--- src/rtl/typedef_pkg.sv ---
// Shared types for the vector instruction queue: the stored entry layout,
// the "no instruction" encoding and the push/pop operation classifier.
package typedef_pkg;

  localparam int INSTR_W = 32;
  localparam int XLEN    = 32;
  localparam int SEW_W   = 2;

  typedef struct packed {
    logic [INSTR_W-1:0] instr;
    logic [XLEN-1:0]    rs1;
    logic [XLEN-1:0]    rs2;
    logic [SEW_W-1:0]   sew;
  } v_instr_entry_t;

  localparam logic [INSTR_W-1:0] V_INSTR_NOP = 32'h0;

  // What the head shows when nothing is available: the scheduler decodes it as "no instruction".
  localparam v_instr_entry_t V_ENTRY_EMPTY = '{instr: V_INSTR_NOP, default: '0};

  // Encoding is {push, pop} so the cast in q_op() is direct.
  typedef enum logic [1:0] {
    Q_IDLE = 2'b00,
    Q_POP  = 2'b01,
    Q_PUSH = 2'b10,
    Q_BOTH = 2'b11
  } q_op_e;

  function automatic q_op_e q_op(input logic push, input logic pop);
    return q_op_e'({push, pop});
  endfunction

endpackage

--- src/rtl/v_queue_ptr.sv ---
// Wrap-around pointer register for the instruction queue. The width matches
// a power-of-two depth, so natural overflow implements the wrap.
module v_queue_ptr #(
  parameter int WIDTH = 2
) (
  input  logic             clk,
  input  logic             rst,
  input  logic             i_inc,
  input  logic             i_clr,
  output logic [WIDTH-1:0] o_ptr
);

  logic [WIDTH-1:0] r_ptr;

  always_ff @(posedge clk) begin
    // NOTE: sequential state uses non-blocking assignments so every register samples pre-edge values.
    if (rst || i_clr) begin
      r_ptr <= '0;
    end else if (i_inc) begin
      r_ptr <= r_ptr + WIDTH'(1);
    end
  end

  assign o_ptr = r_ptr;

endmodule

--- src/rtl/v_instr_queue.sv ---
// Decoupling FIFO between the scalar core's vector issue port and the vector
// scheduler. Define V_QUEUE_BYPASS_EN to let an empty queue forward the input.
module v_instr_queue
  import typedef_pkg::*;
#(
  parameter int DEPTH = 4,
  parameter int PTR_W = $clog2(DEPTH)
) (
  input  logic         clk,
  input  logic         rst,
  input  logic         flush_i,
  input  logic         instr_vld_i,
  input  logic [31:0]  vector_instr_i,
  input  logic [31:0]  rs1_i,
  input  logic [31:0]  rs2_i,
  input  logic [1:0]   sew_i,
  output logic         vector_stall_o,
  output logic         out_vld_o,
  input  logic         out_rdy_i,
  output logic [31:0]  vector_instr_o,
  output logic [31:0]  rs1_o,
  output logic [31:0]  rs2_o,
  output logic [1:0]   sew_o,
  output logic [PTR_W:0] count_o
);

  localparam logic [PTR_W:0] FULL_CNT = (PTR_W + 1)'(DEPTH);

  v_instr_entry_t        r_mem [DEPTH];
  logic [PTR_W:0]        r_count;
  logic [PTR_W-1:0]      w_wr_ptr;
  logic [PTR_W-1:0]      w_rd_ptr;

  v_instr_entry_t        w_in_entry;
  v_instr_entry_t        w_head;
  logic                  w_out_vld;
  logic                  w_clr;
  logic                  w_empty;
  logic                  w_full;
  logic                  w_push;
  logic                  w_pop;
  logic                  w_bypass_take;

  assign w_in_entry = '{instr: vector_instr_i, rs1: rs1_i, rs2: rs2_i, sew: sew_i};

  // Reset is treated exactly like a flush, including its effect on stall and bypass.
  assign w_clr   = rst || flush_i;
  assign w_empty = (r_count == '0);
  assign w_full  = (r_count == FULL_CNT);

`ifdef V_QUEUE_BYPASS_EN
  logic w_bypass;
  assign w_bypass      = w_empty && instr_vld_i && !w_clr;
  assign w_bypass_take = w_bypass && out_rdy_i;
`else
  assign w_bypass_take = 1'b0;
`endif

  // A full queue rejects the offer even when a pop frees a slot on the same edge.
  assign w_push = instr_vld_i && !w_full && !w_clr && !w_bypass_take;
  assign w_pop  = !w_empty && out_rdy_i && !w_clr;

  assign vector_stall_o = instr_vld_i && w_full && !w_clr;

  v_queue_ptr #(.WIDTH(PTR_W)) u_wr_ptr (
    .clk   (clk),
    .rst   (rst),
    .i_inc (w_push),
    .i_clr (flush_i),
    .o_ptr (w_wr_ptr)
  );

  v_queue_ptr #(.WIDTH(PTR_W)) u_rd_ptr (
    .clk   (clk),
    .rst   (rst),
    .i_inc (w_pop),
    .i_clr (flush_i),
    .o_ptr (w_rd_ptr)
  );

  // NOTE: the storage array has no reset; occupancy is tracked by r_count, so stale entries are never visible.
  always_ff @(posedge clk) begin
    if (w_push) begin
      r_mem[w_wr_ptr] <= w_in_entry;
    end
  end

  always_ff @(posedge clk) begin
    if (w_clr) begin
      r_count <= '0;
    end else begin
      case (q_op(w_push, w_pop))
        Q_PUSH:  r_count <= r_count + (PTR_W + 1)'(1);
        Q_POP:   r_count <= r_count - (PTR_W + 1)'(1);
        default: r_count <= r_count;
      endcase
    end
  end

  always_comb begin
    // NOTE: every combinational output gets a default first so no path can infer a latch.
    w_head    = V_ENTRY_EMPTY;
    w_out_vld = 1'b0;
    if (!w_empty) begin
      w_head    = r_mem[w_rd_ptr];
      w_out_vld = 1'b1;
    end
`ifdef V_QUEUE_BYPASS_EN
    if (w_bypass) begin
      w_head    = w_in_entry;
      w_out_vld = 1'b1;
    end
`endif
  end

  assign out_vld_o      = w_out_vld;
  assign vector_instr_o = w_head.instr;
  assign rs1_o          = w_head.rs1;
  assign rs2_o          = w_head.rs2;
  assign sew_o          = w_head.sew;
  assign count_o        = r_count;

endmodule

--- config.mk ---
export PLATFORM = sky130hd
export DESIGN_NAME = v_instr_queue
export DESIGN_NICKNAME = d
export VERILOG_FILES = /design/src/rtl/typedef_pkg.sv /design/src/rtl/v_queue_ptr.sv /design/src/rtl/v_instr_queue.sv
export SDC_FILE = /design/constraint.sdc
export NUM_CORES = 1
export LEC_CHECK = 0
export ABC_AREA = 1
export BUFFER_PORTS_ARGS = -buffer_cell sky130_fd_sc_hd__buf_2
export CORE_UTILIZATION = 62
export DETAILED_ROUTE_END_ITERATION = 8
export GPL_ROUTABILITY_DRIVEN = 0
export PLACE_DENSITY = 0.9
export SLEW_MARGIN = 20
export SYNTH_ARGS = -nofsm -noshare
export SYNTH_HDL_FRONTEND = slang
export SYNTH_SLANG_ARGS = --single-unit
--- constraint.sdc ---
create_clock -name clk -period 12 [get_ports clk]
set_input_delay 2.4 -clock clk [delete_from_list [all_inputs] [get_ports clk]]
set_output_delay 2.4 -clock clk [all_outputs]
set_load 0.1 [all_outputs]
Word level (Yosys, flattened, before mapping) --
Memories as Yosys holds them, arrays and structs flattened. A register that Yosys moved wholly into a read port is not among the register bits. Index checks and enable logic that the tools add are counted.
Storage, ports and cells: register bits 7, memory bits (writable) 392, input port bits 103, memories kept 1
Memory list:
- r_mem | words 4, width 98, rd ports 1, clocked after Yosys merged registers in 1, wr ports 1, RTL line v_instr_queue.sv:29 | v_instr_entry_t r_mem [DEPTH];
Cells by class: add/subtract/negate cells 4, eq/ne operators 3, mux-type cells 7, reductions and logical operators 12
Operators with widths (count):
- two-way mux 98 bit | 1
- logical AND 1 bit | 6
- case mux 3 bit (2 select lines) | 1
- adder 2 x 1 -> 2 bit (second input constant) | 2
- two-way mux 2 bit | 2
- adder 3 x 1 -> 3 bit (second input constant) | 1
- == test 3 bit (second input constant) | 1
- zero test 1 bit | 3
- zero test 3 bit | 1
- two-way mux 1 bit | 3
- subtractor 3 x 1 -> 3 bit (second input constant) | 1
- == test 2 x 1 -> 1 bit (second input constant) | 1
- == test 2 bit (second input constant) | 1
- nonzero test 2 bit | 1
- logical OR 1 bit | 1

Depth between registers and ports, before layout --
word-level depth 6, depth in mapped cells 12, gate-level depth less buffers 12

Modules after synthesis --
From an unflattened synthesis, not the netlist that was laid out.
Second synthesis, totals: cells, all modules 1320, area, all modules 15811.4 um^2
Modules (own cells, without submodules):
- v_instr_queue | instances 1, cells an instance 1292, area each 15616.2 um^2, seq. area each 11831.3 um^2
- v_queue_ptr | instances 2, cells an instance 14, area each 97.6 um^2, seq. area each 40.0 um^2

Worst setup path before layout --
OpenSTA, ideal clock, no wires.
path kind input port to flip-flop, start point input flush_i, end point memory r_mem[0][0] (netlist bit) (enable), library setup time 0.556 ns, arrival 6.879 ns, path slack 4.565 ns, stages on the path 3, path through nor2_1 nand3_1 nor2_1
Between the ends: cells in the longest elaborated chain, start to end 5
Ends and longest elaborated chain:
- from (decl) | RTL line v_instr_queue.sv:11 | input logic flush_i,
- logical OR 1 bit | RTL line v_instr_queue.sv:47 | assign w_clr = rst || flush_i;
- zero test 1 bit | RTL line v_instr_queue.sv:60 | assign w_push = instr_vld_i && !w_full && !w_clr && !w_bypass_take;
- logical AND 1 bit | RTL line v_instr_queue.sv:60
- two-way mux 1 bit | RTL line v_instr_queue.sv:83 | if (w_push) begin
- two-way mux 1 bit (not written as such) | RTL line v_instr_queue.sv:84 | r_mem[w_wr_ptr] <= w_in_entry;
- to (decl) | RTL line v_instr_queue.sv:29
Every way passes these cells.

==> run_results.csv <==
group,metric,value,unit
status,status,"complete, no violations",
clock_tree,cts.path.max_buffers,3,
floorplanning,die_x,161,um
layout,fin_area,0.0180,sq mm
hold_path,min_path_type,"flip-flop to flip-flop",
floorplanning,die-area,0.0258,sq mm
drt,ant_nets,0,
floorplanning,start_util,0.637,
layout,final_net_count,1520,
logic_synthesis,ys_top_cells_by_area,"edfxtp_1 75%, nor2_1 9.7%, a21oi_1 3.2%, o21ai_1 3.2%, o21ai_0 3.1%",
critical_path,crit_required,9600,ps
global_routing,antenna_found_initial,7,
clock_tree,post_cts_resized,0,
critical_path,r2r_slack,9050,ps
layout,syn_to_final_growth,15.3,%
logic_synthesis,synth_area_leader_cell,"edfxtp_1",
critical_path,crit_path_max_fanout,67,
critical_path,crit_family,"buffers and inverters",
logic_synthesis,synth-seq-area-share,0.765,
timing,rsz0062_at_grt,"no",
critical_path,cp_num_cells,7,
critical_path,r2r_start,"count_o[0]",
global_routing,grt_pass1_vias,10300,
layout,final_common_cell,"nor2_1",
clock_tree,cts_tree,"yes",
logic_synthesis,synth_compound_area_frac,0.0958,
floorplanning,core,0.0245,sq mm
placed_design,dp_hpwl,18.0,mm
placed_design,dpl-instance-area,0.0168,sq mm
timing,fin_skew,14.1,ps
logic_synthesis,synth_top_cell_area_share,0.754,
critical_path,crit_path_end_kind,"output port",
timing,fmax,0.158,GHz
timing,setup_violations,0,
logic_synthesis,synth_flop_cell,"edfxtp_1",
drt,drt-pass1-iter-count,5,
power,powerDensity,159,mW/mm^2
clock_tree,htree_levels,2,
logic_synthesis,ys_ff_latch,401,
clock_tree,path_clk_slew,60,ps
clock_tree,ctsHoldBuffers,0,
global_routing,track_usage,0.264,
hold_path,min_from,"u_wr_ptr.o_ptr[1]",
critical_path,slowest_delay,820,ps
timing,min_period_over_period,0.527,
timing,setup_tns,0,ps
critical_path,critPathSlowestCell,"dfxtp_4",
floorplanning,ios,206,
critical_path,r2r_cells,5,
logic_synthesis,avgSynthCellArea,12.8,sq um
clock_tree,clk_latency,510,ps
clock_tree,clock-root-buffer,"clkbuf_16",
logic_synthesis,ys_async_sr_fraction,0,
layout,final_cell_mix,"400 x nor2_1, 392 x edfxtp_1, 205 x buf_2, 101 x o21ai_1, 101 x a21oi_1",
clock_tree,post-cts-setup-buffers,0,
logic_synthesis,ys_warn_count,0,
critical_path,critPathArrivalTime,3920,ps
flow_run,drv_cap,0,
drt,drc_errors,0,
drt,dr.first_iter.drc_count,1105,
logic_synthesis,synthSimpleGateAreaFrac,0.103,
drt,vias_per_cell,5.77,
drt,num_vias,10200,
power,clockPowerShare,0.400,
timing,hold_viol,0,
timing,max_slew_margin,0.379,
placed_design,dp.cells,1693,
power,p_comb_frac,0.055,
logic_synthesis,synth_top_family_by_area,"simple AND/OR/NAND/NOR gates",
clock_tree,cts_made_buffers,40,
logic_synthesis,synthCells,1225,
critical_path,crit_chain,"buf_4 -> buf_4 -> nor2_1 -> nor2_1 -> o21ai_0 -> a21oi_1 -> buf_2",
critical_path,cp.buffers_inverters,3,
logic_synthesis,synth_enable_flop_cells,392,
placed_design,io_buffers,205,
floorplanning,die-height,161,um
clock_tree,cts.sinks,401,
power,p_sw_frac,0.215,
logic_synthesis,muxShareOfSynthArea,0,
global_routing,grt_max_degree,127,
layout,final_cell_count_no_fill,1769,
logic_synthesis,synth_xor_area_frac,0,
drt,drt_wl_total,34.1,mm
global_routing,grt_pass1_wl,52.5,mm
drt,wl_per_cell,19.3,um
floorplanning,row_count,57,
timing,min_period,6320,ps
critical_path,crit_type,"flip-flop to output port",
logic_synthesis,synth_area,0.0156,sq mm
timing,tightest_slew,932,ps
critical_path,crit_path_start_kind,"flip-flop",
global_routing,grt-ovfl-total,0,
hold_path,min_delay_path_depth,2,
logic_synthesis,synthAdderAreaFrac,0.00529,
logic_synthesis,ys_types,21,
power,peakVddDrop,151,uV
power,power.static_leakage,6.58,nW
timing,maxSlewViolCount,0,
power,p_int,2.25,mW
power,pwr-share-seq,0.544,
power,power.switching,615,uW
logic_synthesis,syn_nets,1334,
layout,post_route_cells_drive_above_1_share,0.193,
[per-layer routing]
layer / global-route usage / routed length, um
met5: 0 / 23
met4: 0.104 / 913
met3: 0.0514 / 3290
met2: 0.454 / 17200
met1: 0.333 / 12700
[through the flow]
| stage | total power, mW | hold WS (ps) | utilization | worst slack [ps] |
|---|---|---|---|---|
| 6_report | 2.86 | 575 | 0.734 | 5680 |
| 5_1_grt | 2.94 | 592 | 0.734 | 5450 |
| 4_1_cts | 2.88 | 567 | 0.734 | 5720 |
| 3_5_place_dp | 1.74 | 552 | 0.685 | 5960 |
| 3_3_place_gp | 1.74 | 502 | 0.685 | 6020 |
| 2_1_floorplan | 1.70 | 478 | - | 4570 |
[power groups by stage]
stage               logic, mW  clock network (mW)  registers [mW]
floorplan               0.106                   0            1.59
global placement        0.151                   0            1.59
global route            0.167                1.22            1.56
finish                  0.158                1.15            1.56
CTS                     0.158                1.16            1.56
detailed placement      0.156                   0            1.59
[state kept, by name, summed over array words and instances, names as in the netlist, named ones only]
register	flops
r_mem	392
u_wr_ptr.o_ptr	2
count_o	3
u_rd_ptr.o_ptr	2
[worst reg2reg max path, stage by stage (launching register included)]
cell	delay (ps)
dfxtp_1	370
nor2_1	90
nand2_1	140
nand3_1	410
nor2_4	710
buf_4	830
[worst paths after layout]
path	to
hold / removal	u_wr_ptr.o_ptr[1]
setup / recovery	rs1_o[8]
setup reg to reg	r_mem[2][67]
hold reg to reg	u_wr_ptr.o_ptr[1]
[cells by family (layout without fill, tap and decap cells)]
logic type      Yosys count  in the layout
fa+ha+maj                 6              6
other cells               0              4
compound gates          299            299
buf+inv                  93            309
flops                   401            401
simple gates            426            426
[layout make-up]
| class | count | area (sq um) |
|---|---|---|
| Inverter | 18 | 75.1 |
| Clock inverter | 18 | 103 |
| Clock buffer | 54 | 1100 |
| Sequential cell | 401 | 12000 |
| Antenna cell | 4 | 10.0 |
| Tap cell | 324 | 405 |
| Multi-Input combinational cell | 731 | 3230 |
| Timing Repair Buffer | 219 | 1130 |
| Fill cell | 1495 | 6520 |
[synthesized netlist by cell type (all sizes together), types with 3 or more instances]
library cell / n
nor2: 404
nand4: 3
edfxtp: 392
ha: 5
a21oi: 101
o21ai: 198
dfxtp: 9
buf: 45
nand3: 4
inv: 18
clkbuf: 30
nand2: 14
(Power assumes the default switching activity.)
